### src/rtl/dice_roller.sv
// rtl/dice_roller.sv - multi-die electronic dice with odometer advance and minimum roll length
// Rolls while button is held, then freezes and registers the sum and a doubles flag.
module dice_roller #(
    parameter int FACES    = 6,
    parameter int NDICE    = 2,
    parameter int MIN_ROLL = 4,
    localparam int W       = $clog2(FACES + 1),
    localparam int SW      = $clog2(NDICE * FACES + 1)
) (
    input  logic                 clk,
    input  logic                 rst,
    input  logic                 button,
    output logic [NDICE*W-1:0]   throw,
    output logic [SW-1:0]        sum,
    output logic                 all_equal,
    output logic                 rolling,
    output logic                 done
);

    localparam int CW = 11;
    localparam logic [W-1:0]  FACES_W = W'(FACES);
    localparam logic [W-1:0]  ONE_W   = W'(1);
    localparam logic [CW-1:0] MIN_C   = CW'(MIN_ROLL);
    localparam logic [CW-1:0] ONE_C   = CW'(1);

    typedef enum logic {
        IDLE,
        ROLL
    } state_t;

    state_t         state_q, state_d;
    logic [W-1:0]   die_q [NDICE];
    logic [W-1:0]   die_d [NDICE];
    logic [W-1:0]   adv_die [NDICE];
    logic [CW-1:0]  cnt_q, cnt_d;
    logic [SW-1:0]  sum_q, sum_d;
    logic           eq_q, eq_d;
    logic           done_q, done_d;
    logic           rolling_q, rolling_d;
    logic [SW-1:0]  cur_sum;
    logic           cur_eq;

    // Odometer: die k steps only when every lower die is about to wrap.
    always_comb begin
        logic carry;
        carry = 1'b1;
        for (int k = 0; k < NDICE; k++) begin
            adv_die[k] = die_q[k];
            if (carry) begin
                adv_die[k] = (die_q[k] == FACES_W) ? ONE_W : die_q[k] + ONE_W;
            end
            carry = carry & (die_q[k] == FACES_W);
        end
    end

    always_comb begin
        cur_sum = '0;
        cur_eq  = 1'b1;
        for (int k = 0; k < NDICE; k++) begin
            cur_sum = cur_sum + SW'(die_q[k]);
            if (die_q[k] != die_q[0]) begin
                cur_eq = 1'b0;
            end
        end
    end

    always_comb begin
        state_d   = state_q;
        die_d     = die_q;
        cnt_d     = cnt_q;
        sum_d     = sum_q;
        eq_d      = eq_q;
        done_d    = 1'b0;
        rolling_d = rolling_q;
        unique case (state_q)
            IDLE: begin
                if (button) begin
                    die_d     = adv_die;
                    cnt_d     = ONE_C;
                    state_d   = ROLL;
                    rolling_d = 1'b1;
                end
            end
            ROLL: begin
                if (button) begin
                    die_d = adv_die;
                    cnt_d = (cnt_q >= MIN_C) ? cnt_q : cnt_q + ONE_C;
                end else if (cnt_q < MIN_C) begin
                    die_d = adv_die;
                    cnt_d = cnt_q + ONE_C;
                end else begin
                    sum_d     = cur_sum;
                    eq_d      = cur_eq;
                    done_d    = 1'b1;
                    state_d   = IDLE;
                    rolling_d = 1'b0;
                end
            end
        endcase
    end

    always_ff @(posedge clk) begin
        if (rst) begin
            state_q   <= IDLE;
            for (int k = 0; k < NDICE; k++) begin
                die_q[k] <= ONE_W;
            end
            cnt_q     <= '0;
            sum_q     <= SW'(NDICE);
            eq_q      <= 1'b1;
            done_q    <= 1'b0;
            rolling_q <= 1'b0;
        end else begin
            state_q   <= state_d;
            die_q     <= die_d;
            cnt_q     <= cnt_d;
            sum_q     <= sum_d;
            eq_q      <= eq_d;
            done_q    <= done_d;
            rolling_q <= rolling_d;
        end
    end

    always_comb begin
        throw = '0;
        for (int k = 0; k < NDICE; k++) begin
            throw[k*W +: W] = die_q[k];
        end
    end

    assign sum       = sum_q;
    assign all_equal = eq_q;
    assign rolling   = rolling_q;
    assign done      = done_q;

endmodule

### config.mk
export PLATFORM = sky130hd
export DESIGN_NAME = dice_roller
export DESIGN_NICKNAME = d
export VERILOG_FILES = /design/src/rtl/dice_roller.sv
export SDC_FILE = /design/constraint.sdc
export NUM_CORES = 1
export LEC_CHECK = 0
export ABC_CLOCK_PERIOD_IN_PS = 1900
export CAP_MARGIN = 40
export CORE_MARGIN = 2
export CORE_UTILIZATION = 51
export CTS_CLUSTER_DIAMETER = 150
export DETAILED_ROUTE_END_ITERATION = 8
export MAX_ROUTING_LAYER = met4
export PLACE_DENSITY = 0.73
export SYNTH_ARGS = -nofsm -noshare
export SYNTH_HDL_FRONTEND = slang
export SYNTH_SLANG_ARGS = --single-unit
export TNS_END_PERCENT = 20
### constraint.sdc
create_clock -name clk -period 1.9 [get_ports clk]
set_input_delay 0.38 -clock clk [delete_from_list [all_inputs] [get_ports clk]]
set_output_delay 0.38 -clock clk [all_outputs]
set_load 0.05 [all_outputs]
==> impl.org, run 1 <==
** Outcome
- Outcome :: finished, final reports clean

** Logic synthesis
- In the synthesized netlist the dominant register cell turns out to be sky130_fd_sc_hd__dfxtp_1.
- Post-Syn Area per Cell :: around 10 sq um
- Sequential element share of the synthesized area :: 0.487
- After synthesis, the cell types taking the most area are sky130_fd_sc_hd__dfxtp_1 (49%), sky130_fd_sc_hd__ha_1 (6.1%), sky130_fd_sc_hd__and2_1 (5.5%).
- The synthesized design spends more area on one cell type than any other, namely sky130_fd_sc_hd__dfxtp_1.
- Share of flip-flops with an asynchronous set or reset after synthesis :: 0
- Yosys mapped a number of flops with a built-in enable equal to 0.
- Post-synth net total :: 112
- The cell area that synthesis handed to floorplanning was ~0.0010 sq mm.
- Cell types with the highest counts after synthesis :: sky130_fd_sc_hd__dfxtp_1 (25), sky130_fd_sc_hd__and2_1 (9)
- In the post-synthesis netlist, the cell with the most instances is sky130_fd_sc_hd__dfxtp_1.
- The synthesized netlist contains 34 unique library cells.
- In the synthesized netlist, the number of instances is between 100 and 150.
- Proportion of netlist area held by the largest area contributor :: 0.487
- Flip-flop and latch count after synthesis :: 25
- Yosys warning total :: 0

** CTS
- The tree is rooted in a sky130_fd_sc_hd__clkbuf_4.
- Clock network latency to the later pin of the worst-skew pair :: 330 ps
- Cts bufs inserted :: 3
- Counting along the longest clock path gives a buffer depth of 2.
- CTS built an H-tree with a depth of 1.
- Clock-pin slew was measured on the worst setup and hold paths at roughly 130 ps.
- Clock sinks :: 25
- TritonCTS clock tree :: done

** Setup path
- Critical Path Max Stage Delay :: about 800 ps
- Critical path, cell by cell :: clkdlybuf4s50_1
- Element type at the critical path end :: output pin
- Along the worst path, the maximum fanout reaches 2.
- CP max stage cell :: sky130_fd_sc_hd__clkdlybuf4s50_1
- Crit path kind :: flip-flop to output pin
- In this run the number of cells on the critical path is 1.
- The number of buffers and inverters on the critical path is 1.
- R2R cell count :: 4
- The cell family contributing the most delay on the critical path is buffers and inverters.
- STA puts the critical path data arrival time at about 1500 ps.
- Critical path launch point type :: flip-flop
- Data on the critical path is required at its endpoint by 1520 ps.

** Floorplanning
- In this run the horizontal extent of the chip is 48.9 um.
- Placement row count :: 16
- The floorplan step set the die height to just under 50 um.
- Total core area :: between 0.0015 and 0.002 sq mm
- Initial Util :: 0.535
- In this run the count of I/O pins placed on the die edge is 16.
- Die Outline Area :: ~0.0024 sq mm

** STA
- The number of endpoints with negative hold slack in the final report came to 0.
- Share of the clock period used by the worst path after layout :: 0.979
- Setup repair after global routing left no endpoint under its margin.
- For the pin with the worst max-slew slack, the measured transition is 509 ps.
- F_max :: roughly 0.54 GHz
- Setup violations remaining at the end of the flow were counted as 0.
- Subtracting the final worst setup slack from the clock period gives 1860 ps.
- Headroom to the max-slew limit came out at 0.660.
- For the final routed database, the setup TNS stands at 0 ps.
- Final worst-path setup slack :: just over 40 ps
- The number of pins exceeding their max-slew limit in the final report came to 0.
- Between clock sinks in the finished design, the worst skew comes to ~2.4 ps.

** Min path
- The min-delay analysis places its worst path in the category flip-flop to flip-flop.
- The worst hold path passes through 2 cells.

** Pwr
- Highest ir drop seen on vdd :: 471 uV
- Switching power total :: around 270 uW
- Summing internal, switching and leakage power gives between 900 and 1000 uW.
- Internal power :: between 600 and 700 uW
- For this design the ratio of total power to cell area is 758 mW/mm^2.
- Of the total power, registers draw 0.587.
- Of the total power, the share spent switching nets is 0.286.
- The share of total power dissipated in combinational logic is 0.159.
- Leakage :: 0.000575 uW
- Clock group share of total power :: 0.255

** Cells and area
- Summing all non-filler instances in the final layout gives an area of between 0.001 and 0.0015 sq mm.
- Multi-input gate area in the final layout :: 492 sq um
- The sequential cells in the finished layout cover a total of ~500 sq um.
- Synthesis-to-finish area growth :: 21.4%
- Counting the fill cells in the layout gives around 180.
- In the final layout, the share of cells above drive strength 1 is 0.153.
- Measured on the finished design, the core utilization comes to 0.649.
- ANT cells :: 0
- Post-layout nets :: roughly 130

** Drt
- In this run the remaining antenna-violating nets after routing total 0.
- Iteration count of the initial detailed-routing pass :: 4
- Iteration-0 DRC Markers :: 17
- In the routed layout, each cell is associated on average with a via count of around 5.3.
- Summed over all layers, the routed wires come to 1990 um.
- Vias after detailed routing :: 798
- For this run, design rule violations remaining after detail routing come to 0.
- After detailed routing, the average wire length per cell comes to between 10 and 15 um.

** Global route
- The number of antenna violations at the first check in global routing is 0.
- The first global-routing pass estimated 3320 um of wire.
- The number of global-route vias before repair was 747.
- Largest net degree at the start of global routing :: 15
- Across every metal layer, demand over resource in global routing totals 0.184.
- After global routing the overflow that remains totals 0.

** Placement
- Timing analysis after detailed placement gives a worst setup slack of between 40 and 50 ps.
- Area after DPL :: around 0.0012 sq mm
- The congestion estimate from routability-driven global placement came to between 0.7 and 0.8.
- In this run the tool buffered the top-level ports with 15 buffer cells.
- Post-detailed-placement half-perimeter wirelength :: roughly 1500 um

** Job
- Number of violations of the max-capacitance limit :: 0
==> area by class of cell <==
cell class              instances  area share
flip-flops and latches         25       0.401
clock buffers                   3      0.0181
well taps                      27      0.0271
repair buffers                 18       0.134
multi-input cells              70       0.394
clock inverters                 1     0.00401
inverters                       7      0.0211
==> tightest hold or removal path: stages, from the launching register on <==
cell                      delay (ps)
sky130_fd_sc_hd__dfxtp_1         340
sky130_fd_sc_hd__nand2_1          50
sky130_fd_sc_hd__a21oi_1          50
==> placed cells by master (no fill, tap or decap), drive strengths merged, types with 2 or more instances in the layout <==
cell type	instances
a211oi	2
dfxtp	25
and2	10
nor2	7
buf	9
nand3b	2
nor4	2
clkbuf	3
nor3	5
ha	5
clkdlybuf4s50	5
inv	7
o21ai	4
nor2b	2
nand2	7
dlymetal6s2s	4
a21oi	7
==> routing by layer <==
layer	GRT usage	part of all wire	vias up
li1	-	-	409
met1	0.229	0.49	374
met2	0.295	0.47	10
met3	0.0399	0.018	5
met4	0.0714	0.022	0
met5	-	0	-
==> cell families (layout without fill, tap and decap cells) <==
family	count (synthesis)	in the layout	synth area share
XOR/XNOR	2	2	0.0171
AND/OR/NAND/NOR	39	39	0.223
AO/OA/AOI/OAI	23	23	0.158
buffers and inverters	8	29	0.0341
adder cells (fa/ha/maj)	6	6	0.0804
flip-flops	25	25	0.487
==> flip-flops by register name (all words and copies together) (netlist names) <==
name and flops:
all_equal 1, throw 6, state_q 1, cnt_q 11
done 1, sum 4, rolling 1
==> stage by stage <==
stage | cells | hold slack, ps
after floorplan | 103 | 431
after global placement | 147 | 438
after detailed placement | 147 | 446
after CTS | 151 | 466
after global routing | 151 | 477
final | 151 | 461
==> power by group through the flow <==
stage / registers [uW] / clock network [uW] / logic [uW]
2_1_floorplan: 601 / 0 / 67.7
3_3_place_gp: 566 / 0 / 147
3_5_place_dp: 566 / 0 / 150
4_1_cts: 555 / 253 / 151
5_1_grt: 558 / 272 / 164
6_report: 555 / 241 / 150
==> worst paths after layout <==
check	startpoint	endpoint	slack [ps]
worst max register to register	cnt_q[6]$_SDFFE_PP0P_	all_equal$_SDFFE_PP1P_	390
worst min-delay path	sum[2]$_SDFFE_PP0P_	sum[2]$_SDFFE_PP0P_	460
worst max-delay path	sum[2]$_SDFFE_PP0P_	sum[2]	40
worst min register to register	sum[2]$_SDFFE_PP0P_	sum[2]$_SDFFE_PP0P_	460
==> repair_timing <==
action,4_1_cts,5_1_grt
hold buffers,0,0
resized for setup,0,4
setup buffers,0,0
endpoints found under the setup margin,0,4
Power figures use the tool's default switching activity.
==> inputs of run 2 (changes only) <==
- CORE_MARGIN: 2 -> 4
==> impl.org, run 2 (same netlist as run 1, synthesis figures left out) <==
** STA
- The final setup violation count came to 0 (unchanged).
- Unrepaired setup endpoints after global routing :: false
- Final hold slack :: 465 ps (+3.22 ps)
- The worst slew margin relative to its limit is 0.659 (-0.00145).
- Final hold violations :: 0 (unchanged)
- The maximum achievable frequency is 0.541 GHz (+0.63%).
- The number of pins exceeding their max-slew limit in the final report is 0 (unchanged).
- The final critical-path required period came to 1850 ps (-11.6 ps).
- The setup clock skew after layout is 10.4 ps (+8.03 ps).
- Share of the clock period used by the worst path after layout :: 0.972 (-0.00611)
- The setup TNS is 0 ps (unchanged).
- The transition time of the tightest slew-check pin is 511 ps (+2.18 ps).

** Drt
- The length of the first detailed-routing pass in iterations came to 4 (unchanged).
- Routed signal wires occupy layers up through met4.
- Routed wire length :: 1920 um (-3.7%)
- Met3 routed wirelength :: 61 um (+74%)
- The detailed router's first-iteration violation count came to 8 (-9).
- The post-route met1 wirelength was 867 um (-11%).
- Vias after detailed routing :: 783 (-1.9%)
- The average wire length per cell after detail routing came to 12.9 um (-2.4%).
- Routed length on met2 :: 962 um (+2.9%)
- The remaining number of nets flagged by the antenna check after routing was 0 (unchanged).
- The routed via count divided by cell count came to 5.26 (-0.56%).
- The remaining routing DRC violations was 0 (unchanged).

** Setup path
- Crit path kind :: flip-flop to output pin
- In this run the critical register-to-register path is captured at all_equal$_SDFFE_PP1P_.
- The worst path buffer plus inverter count came to 1 (unchanged).
- Delay-heaviest family, CP :: buffers and inverters
- The longest individual stage delay on the worst path came to 800 ps (about the same).
- Largest fanout on the critical path :: 2 (unchanged)
- The largest individual stage delay along the critical path comes from the cell sky130_fd_sc_hd__clkdlybuf4s50_1.
- Critical path launch point type :: flip-flop
- Levels on crit path :: 1 (unchanged)
- R2R cell count :: 4 (unchanged)
- Element type at the critical path end :: output pin
- Walking the worst path, the cells encountered are clkdlybuf4s50_1.
- The startpoint identified for the worst register-to-register timing path is cnt_q[6]$_SDFFE_PP0P_.
- Required @ worst endpoint :: 1520 ps (about the same)
- The slack of the worst reg-to-reg path was 410 ps (+20 ps).
- The data arrival time of the worst path came to 1470 ps (about the same).

** Floorplanning
- Total core area :: 0.00182 sq mm (-5.3%)
- Die Span X :: 52.9 um (+8.2%)
- Count of boundary I/O pins :: 16 (unchanged)
- The number of standard-cell rows in the floorplan was 15 (-1).
- The full die area is 0.00280 sq mm (+17%).
- Initial Util :: 0.564 (+0.0298)
- Vertical die dimension :: 52.9 um (+8.2%)

** Job
- Number of violations of the max-capacitance limit :: 0 (unchanged)

** Outcome
- The run finished with clean final reports.

** Cells and area
- The antenna diode instance count is 0 (unchanged).
- Leading cell type in the layout, fill and taps excluded :: sky130_fd_sc_hd__dfxtp_1
- In the layout the commonest cells are sky130_fd_sc_hd__dfxtp_1 (25), sky130_fd_sc_hd__and2_1 (9), sky130_fd_sc_hd__buf_4 (9).
- The net total in the final layout was 134 (unchanged).
- The area growth from synthesis to layout is 21.1%.
- Flip-flop count of the largest register, all copies and words added :: 11 (unchanged)
- Largest Register :: cnt_q
- The proportion of layout cells with a drive suffix above 1 came to 0.153 (unchanged).

** CTS
- The total setup buffers inserted after CTS is 0 (unchanged).
- Cts bufs inserted :: 3 (unchanged)
- Hold Buf Count CTS :: 0 (unchanged)
- CTS Root Cell :: sky130_fd_sc_hd__clkbuf_4
- The source-to-sink clock delay at the later pin of the worst-skew pair is 320 ps (about the same).
- Clock-pin transition on the worst setup and hold timing paths :: 130 ps (about the same)
- The number of H-tree levels came to 1 (unchanged).
- Clock sinks :: 25 (unchanged)
- TritonCTS clock tree :: done
- The maximum root-to-sink buffer count is 2 (unchanged).

** Pwr
- Power per cell area :: 766 mW/mm^2 (+0.99%)
- The maximum resistive drop on vdd was 577 uV (+23%).
- Leakage :: 0.000557 uW (-3.1%)

** Global route
- Gr usage total :: 0.166 (-0.0180)
- The number of antenna violations at the first check in global routing came to 0 (unchanged).
- First-pass GRT wire length :: 3280 um (-1.2%)
- The number of global-route vias before repair came to 752 (+0.67%).
- GRT overflow :: 0 (unchanged)
- Largest net degree at the start of global routing :: 17 (+2)

** Min path
- The cell count of the worst hold path is 2 (unchanged).
- In this run the worst hold path is classified as flip-flop to flip-flop.
- The startpoint identified for the worst hold timing path is sum[0]$_SDFFE_PP0P_.
- Worst min-delay path endpoint :: sum[0]$_SDFFE_PP0P_

** Placement
- The routability congestion estimate came to 0.825 (+8.0%).
- Post-detailed-placement half-perimeter wirelength :: 1500 um (+3.1%)
- I/O Buffers :: 15 (unchanged)
run 2: final cells by class:
type / count / area [sq um]
inverters: 7 / 26.3
multi-input cells: 70 / 492
well taps: 25 / 31.3
clock inverters: 1 / 8.76
flip-flops and latches: 25 / 500
repair buffers: 18 / 163
fillers: 173 / 577
clock buffers: 3 / 22.5
run 2: per-stage QoR:
stage,utilization,setup slack (ps),area [sq um],cells,total power [uW]
2_1_floorplan,-,105,1030,103,669
3_3_place_gp,0.663,97.6,1210,145,713
3_5_place_dp,0.663,68.4,1210,145,718
5_1_grt,0.683,1.06,1240,149,1010
4_1_cts,0.680,21.3,1240,149,966
6_report,0.683,52.4,1240,149,953
run 2: worst max path at each step:
stage	from	endpoint	slack (ps)
final	all_equal$_SDFFE_PP1P_	all_equal	50
after global routing	sum[1]$_SDFFE_PP1P_	sum[1]	1
after CTS	sum[3]$_SDFFE_PP0P_	sum[3]	20
after detailed placement	button	throw[5]$_SDFFE_PP0P_	70
after global placement	button	throw[5]$_SDFFE_PP0P_	100
after floorplan	throw[0]$_SDFFE_PP1P_	sum[2]$_SDFFE_PP0P_	110
run 2: per-layer routing:
layer / track usage / vias to the layer above
li1: - / 408
met5: - / -
met4: 0.102 / 0
met2: 0.275 / 10
met3: 0.0254 / 2
met1: 0.188 / 363
run 2: repair_timing:
action	CTS	global route
hold endpoints to repair	0	0
setup endpoints to repair	0	2
gates resized for setup	0	2
run 2: power breakdown:
group	switching [uW]	total, uW	internal [uW]
clock	162	248	85.5
combinational	93.3	150	56.8
sequential	15.0	555	540
